`src/rtl/logic_unit_pkg.sv`:
```
// logic_unit_pkg: shared types and default sizes for the registered logic unit.
// Optional feature macro used by the top: LU_STATUS_FLAGS_EN (zero/parity outputs).
package logic_unit_pkg;

    typedef enum logic [1:0] {
        LU_OR   = 2'b00,
        LU_AND  = 2'b01,
        LU_XOR  = 2'b10,
        LU_NAND = 2'b11
    } lu_op_e;

    localparam int LU_DEF_WIDTH = 8;
    localparam int LU_DEF_CNT_W = 16;

endpackage

```
`src/rtl/logic_unit_core.sv`:
```
// logic_unit_core: purely combinational bitwise function f(sel, a, b) over WIDTH lanes.
// Lanes are independent; OR/AND encodings match the original 1-bit select mux.
module logic_unit_core
    import logic_unit_pkg::*;
#(
    parameter int WIDTH = LU_DEF_WIDTH
) (
    input  logic [WIDTH-1:0] a,
    input  logic [WIDTH-1:0] b,
    input  logic [1:0]       sel,
    output logic [WIDTH-1:0] y
);

    // Select one of the four bitwise functions per lane.
    always_comb begin
        y = '0;
        case (lu_op_e'(sel))
            LU_OR:   y = a | b;
            LU_AND:  y = a & b;
            LU_XOR:  y = a ^ b;
            LU_NAND: y = ~(a & b);
            default: y = '0;
        endcase
    end

endmodule

```
`src/rtl/logic_unit_pipe.sv`:
```
// logic_unit_pipe: bitwise logic unit with a one-entry valid/ready output register,
// an accumulator that can replace operand A, and a consumed-result counter.
// Optional feature macro: LU_STATUS_FLAGS_EN adds registered zero/parity outputs.
module logic_unit_pipe
    import logic_unit_pkg::*;
#(
    parameter int WIDTH = LU_DEF_WIDTH,
    parameter int CNT_W = LU_DEF_CNT_W
) (
    input  logic             clk,
    input  logic             rst_n,
    input  logic             in_valid,
    output logic             in_ready,
    input  logic [WIDTH-1:0] a,
    input  logic [WIDTH-1:0] b,
    input  logic [1:0]       sel,
    input  logic             acc_en,
    output logic             out_valid,
    input  logic             out_ready,
    output logic [WIDTH-1:0] result,
    output logic [CNT_W-1:0] op_count
`ifdef LU_STATUS_FLAGS_EN
    ,
    output logic             zero,
    output logic             parity
`endif
);

    logic             out_valid_q, out_valid_d;
    logic [WIDTH-1:0] result_q, result_d;
    logic [WIDTH-1:0] acc_q, acc_d;
    logic [CNT_W-1:0] op_count_q, op_count_d;
    logic [WIDTH-1:0] op_a;
    logic [WIDTH-1:0] f_out;
    logic             accept;
    logic             drain;

    assign in_ready = !out_valid_q || out_ready;
    assign accept   = in_valid && in_ready;
    assign drain    = out_valid_q && out_ready;
    assign op_a     = acc_en ? acc_q : a;

    logic_unit_core #(.WIDTH(WIDTH)) u_core (
        .a   (op_a),
        .b   (b),
        .sel (sel),
        .y   (f_out)
    );

    // Next-state: load on accept, clear valid on a bare drain, otherwise hold.
    always_comb begin
        out_valid_d = out_valid_q;
        result_d    = result_q;
        acc_d       = acc_q;
        op_count_d  = op_count_q;
        if (accept) begin
            out_valid_d = 1'b1;
            result_d    = f_out;
            acc_d       = f_out;
        end else if (drain) begin
            out_valid_d = 1'b0;
        end
        if (drain) begin
            op_count_d = op_count_q + CNT_W'(1);
        end
    end

    // State registers with asynchronous active-low reset.
    always_ff @(posedge clk or negedge rst_n) begin
        if (!rst_n) begin
            out_valid_q <= 1'b0;
            result_q    <= '0;
            acc_q       <= '0;
            op_count_q  <= '0;
        end else begin
            out_valid_q <= out_valid_d;
            result_q    <= result_d;
            acc_q       <= acc_d;
            op_count_q  <= op_count_d;
        end
    end

    assign out_valid = out_valid_q;
    assign result    = result_q;
    assign op_count  = op_count_q;

`ifdef LU_STATUS_FLAGS_EN
    logic zero_q, zero_d;
    logic parity_q, parity_d;

    // Status flags follow the result register's load/hold behaviour.
    always_comb begin
        zero_d   = zero_q;
        parity_d = parity_q;
        if (accept) begin
            zero_d   = (f_out == '0);
            parity_d = ^f_out;
        end
    end

    // Status flag registers, cleared by reset like the result.
    always_ff @(posedge clk or negedge rst_n) begin
        if (!rst_n) begin
            zero_q   <= 1'b0;
            parity_q <= 1'b0;
        end else begin
            zero_q   <= zero_d;
            parity_q <= parity_d;
        end
    end

    assign zero   = zero_q;
    assign parity = parity_q;
`endif

endmodule

```
`config.mk`:
```
export PLATFORM = sky130hd
export DESIGN_NAME = logic_unit_pipe
export DESIGN_NICKNAME = d
export VERILOG_FILES = /design/src/rtl/logic_unit_pkg.sv /design/src/rtl/logic_unit_core.sv /design/src/rtl/logic_unit_pipe.sv
export SDC_FILE = /design/constraint.sdc
export NUM_CORES = 1
export LEC_CHECK = 0
export CELL_PAD_IN_SITES_DETAIL_PLACEMENT = 1
export CELL_PAD_IN_SITES_GLOBAL_PLACEMENT = 1
export CORE_AREA = 2 2 63 65
export DETAILED_ROUTE_END_ITERATION = 8
export DIE_AREA = 0 0 65 67
export DONT_BUFFER_PORTS = 1
export GPL_TIMING_DRIVEN = 0
export PLACE_DENSITY = 0.87
export SYNTH_ARGS = -nofsm -noshare
export SYNTH_HDL_FRONTEND = slang
export SYNTH_SLANG_ARGS = --single-unit
```
`constraint.sdc`:
```
create_clock -name clk -period 1.8 [get_ports clk]
set_input_delay 0.36 -clock clk [delete_from_list [all_inputs] [get_ports clk]]
set_output_delay 0.36 -clock clk [all_outputs]
set_load 0.005 [all_outputs]
```
==> summary by stage <==
Synthesis
After synthesis, the largest family of logic cells by area is simple AND/OR/NAND/NOR gates. After synthesis, the mean cell area works out to 9.57 um2. Of all flip-flops after synthesis, the portion carrying an async set or reset was 100%.

After synthesis, the most frequently instantiated cells are 25 x dfrtp_1, 17 x ha_1, 17 x nand2b_1. Measured against the total synthesized area, the mux share comes to 5.48%. In this run the biggest area consumer among cell types represents 37.6% of the synthesized area. The post-synthesis compound-gate area fraction is 9.32%. Sequential elements use 37.6% of the synthesized area. The synthesized netlist devotes 7.89% of its cell area to XOR and XNOR gates. The cell area after synthesis is 1670 um2. In this run, synthesis inferred 0 flip-flops with an integrated enable. After synthesis, the netlist uses 31 different library cells. For this run, the leading register cell type out of synthesis is dfrtp_1. Summed over all instances, the cell type with the most area after synthesis is dfrtp_1.

The post-synthesis share of cell area spent on full adders, half adders and majority gates is 12.8%. Ranked by total cell area, the synthesized netlist is headed by dfrtp_1 38%, ha_1 13%, nand2b_1 6.4%. The synthesized design contains 25 register bits. In the post-synthesis netlist, the cell with the most instances is dfrtp_1. Yosys printed 0 warnings. The basic-gate share of the synthesized area counting and, or, nand and nor cells is 21.6%. When the netlist entered floorplanning its net count stood at 214. The count of mapped cells out of synthesis is 174.

Route
The residual antenna-violating net count after detailed routing is 0. The remaining design rule violation count is 0. After the first detailed-routing iteration, the DRC count stood at 21.

The number of iterations in the first detailed-routing pass is 4. The final route contains 1282 vias. The detail-routed via count per cell is 5.62. The routed design has 3980 um of wire. After detailed routing, the average wire length per cell comes to 17.4 um.

Setup path
The largest single stage delay on the critical path is 420 ps. The worst setup path is launched from a flip-flop. For the worst setup path, the data arrival time is 1780 ps. For the worst flop-to-flop path, the logic depth is 6. The endpoint identified for the worst register-to-register timing path is acc_q[4]$_DFFE_PN0P_. The critical path goes through mux2i_1, inv_1, ha_1, or2b_1, a31o_2, o21ai_1. At the worst endpoint, the required time is 2010 ps.

The register-to-register setup slack is 230 ps. Along the worst path, the maximum fanout reaches 3. On the critical path, the stage with the largest delay is an instance of dfrtp_1. The type of destination of the critical path is a flip-flop. The startpoint identified for the worst register-to-register timing path is acc_q[4]$_DFFE_PN0P_. The category of the critical setup timing path is reg2reg.

Placed design
Detailed placement ended at an HPWL of 3150 um. The pre-CTS worst setup slack is -75.9 ps. The total placed instance area is 1730 um2. The number of port buffers is 0.

At the end of routability-driven placement, the weighted congestion stood at 0.721.

Power and ir drop
The cell leakage power is 0.905 nW. The maximum vdd drop is 0.553 mV. Dividing total power by cell area gives a power density of 854 nW/um2. The power consumption is 1.55 mW.

Global routing
The largest net degree at the start of global routing is 26. The initial antenna violation count is 0. The first global-routing pass estimated 6670 um of wire.

For met2 alone, demand over resource in global routing was 36.9%. After global routing the overflow that remains totals 0. The layer flagged by global routing as most heavily used is met2. For this run, the total global-route usage over all layers was measured as 20.4%. The met3 track utilization from global routing is 4.39%. The via count of the first global-routing pass is 1431. The fraction of met1 tracks used by global routing is 22.8%.

STA
Setup repair after global routing left no endpoint under its margin. After layout, the worst path uses 87.5% of the clock period. The hold violation count in the final report was 0. Setup slack closes at 225 ps. The tightest hold path in the finished design has a slack of 187 ps. The final critical path time including I/O delays and setup is 1570 ps. Clock skew on the completed layout was measured at 8.07 ps. The max-slew violation total from the final report was 0.

In this run the tightest slew margin relative to its limit is 75.8%. The slew at the pin closest to its max-slew limit is 363 ps. The final number of setup-violating endpoints is 0. The highest clock frequency the design can meet is 635 MHz.

Final layout
The area used by sequential logic in the layout is 626 um2. The fraction of final layout cells sized beyond drive strength 1 is 13.3%. The signed area change from the synthesized netlist to the final layout is 8.72%.

The layout has 416 filler cells. The final antenna diode count is 0. The post-route cell area is 1810 um2. In the final layout, the multi-input gates occupy 957 um2.

The net count of the finished layout is 221. Measured on the finished design, the core utilization comes to 50.2%.

Hold path
The cell depth of the worst hold path is 1. In this run the most critical hold path is launched from in_valid. In this run the worst hold path is classified as in2reg.

The worst min-delay path endpoint is out_valid$_DFFE_PN0P_.

Clocking
After clock tree synthesis, the clock-pin slew on the worst setup and hold paths is 90 ps. The source-to-sink clock delay at the later pin of the worst-skew pair is 280 ps. Counting the buffers created by CTS gives 3. Clock tree synthesis selected as its root buffer the cell clkbuf_8.

The clock sink count is 25. The number of post-CTS setup repair buffers is 0. The maximum number of buffers from clock root to sink is 2. TritonCTS built the clock tree. The total number of H-tree levels is 1.

Die
In this run the count of I/O pins placed on the die edge is 49. The die covers 4360 um2. The area of the core is 3610 um2.

Row generation in the floorplan step produced 22 rows. The initial core utilization is 46.2%. The height of the die is 67 um.

In this run the horizontal extent of the chip is 65 um.

Run
The count of max-cap constraint violations is 0.

Run status
The flow ran to the end, and the final reports show no timing, DRC or antenna violations.
-- how the worst max path moves through the flow --
stage | start | endpoint | depth (start not counted)
final | acc_q[4]$_DFFE_PN0P_ | acc_q[4]$_DFFE_PN0P_ | 6
after CTS | op_count[0]$_DFFE_PN0P_ | op_count[12]$_DFFE_PN0P_ | 5
after detailed placement | acc_en | acc_q[4]$_DFFE_PN0P_ | 7
after floorplan | acc_en | acc_q[1]$_DFFE_PN0P_ | 7
after global placement | acc_en | acc_q[1]$_DFFE_PN0P_ | 7
after global routing | op_count[0]$_DFFE_PN0P_ | op_count[10]$_DFFE_PN0P_ | 5
-- state kept, by name, summed over array words and instances, names as in the netlist --
register	cells
op_count	16
acc_q	8
out_valid	1
-- area by class of cell --
type / count / share of cell area, %
Clock buffer: 3 / 2.28
Timing Repair Buffer: 2 / 1.66
Inverter: 16 / 3.32
Tap cell: 48 / 3.32
Sequential cell: 25 / 34.6
Buffer: 6 / 1.59
Multi-Input combinational cell: 127 / 52.9
Clock inverter: 1 / 0.415
-- routing by layer --
metal | vias to the layer above | part of all wire (%)
li1 | 593 | -
met1 | 636 | 40
met2 | 44 | 52
met3 | 9 | 5.9
met4 | 0 | 2.3
met5 | - | 0
-- cell usage in the layout, fill, tap and decap left out, drive strengths merged, types with 2 or more instances in the layout --
cell | netlist | layout
dfrtp | 25 | 25
nand2b | 17 | 17
ha | 17 | 17
inv | 16 | 16
nand2 | 16 | 16
xnor2 | 9 | 9
mux2i | 8 | 8
a21oi | 8 | 8
o21ai | 8 | 8
a31o | 6 | 6
xor2 | 6 | 6
nand3 | 6 | 6
nor2 | 5 | 5
buf | 4 | 5
clkbuf | 2 | 5
nand4 | 4 | 4
or2b | 3 | 3
nor3 | 3 | 3
nor2b | 2 | 2
and3 | 2 | 2
a211oi | 2 | 2
nor4 | 2 | 2
-- logic make-up (layout without fill, tap and decap cells) --
group | Yosys count | after routing
buffers and inverters | 22 | 28
and+or+nand+nor | 61 | 61
DFF | 25 | 25
adders and majority gates | 17 | 17
xor gates and xnor gates | 15 | 15
muxes | 9 | 9
AOI/OAI and AO/OA | 25 | 25
-- critical path: cells and delay by family, from the launching register on --
family	cells	cell delay, ps
muxes	1	220
AOI/OAI and AO/OA	2	350
buffers and inverters	1	80
adders and majority gates	1	190
and+or+nand+nor	1	240
DFF	1	420
-- power by group --
group | switching (mW) | total, mW | internal [mW]
Sequential | 0.165 | 0.823 | 0.658
Clock | 0.202 | 0.359 | 0.158
Combinational | 0.186 | 0.363 | 0.178
-- stage by stage --
| step | std cells | setup TNS, ps |
|---|---|---|
| 6_report | 228 | 0 |
| 5_1_grt | 228 | 0 |
| 4_1_cts | 228 | 0 |
| 3_5_place_dp | 222 | -239 |
| 3_3_place_gp | 222 | 0 |
| 2_1_floorplan | 174 | 0 |
-- what timing repair did --
item	4_1_cts	5_1_grt
endpoints found under the setup margin	0	2
hold buffers	2	0
resized for setup	0	1
endpoints found under the hold margin	25	0
Power figures use the tool's default switching activity.
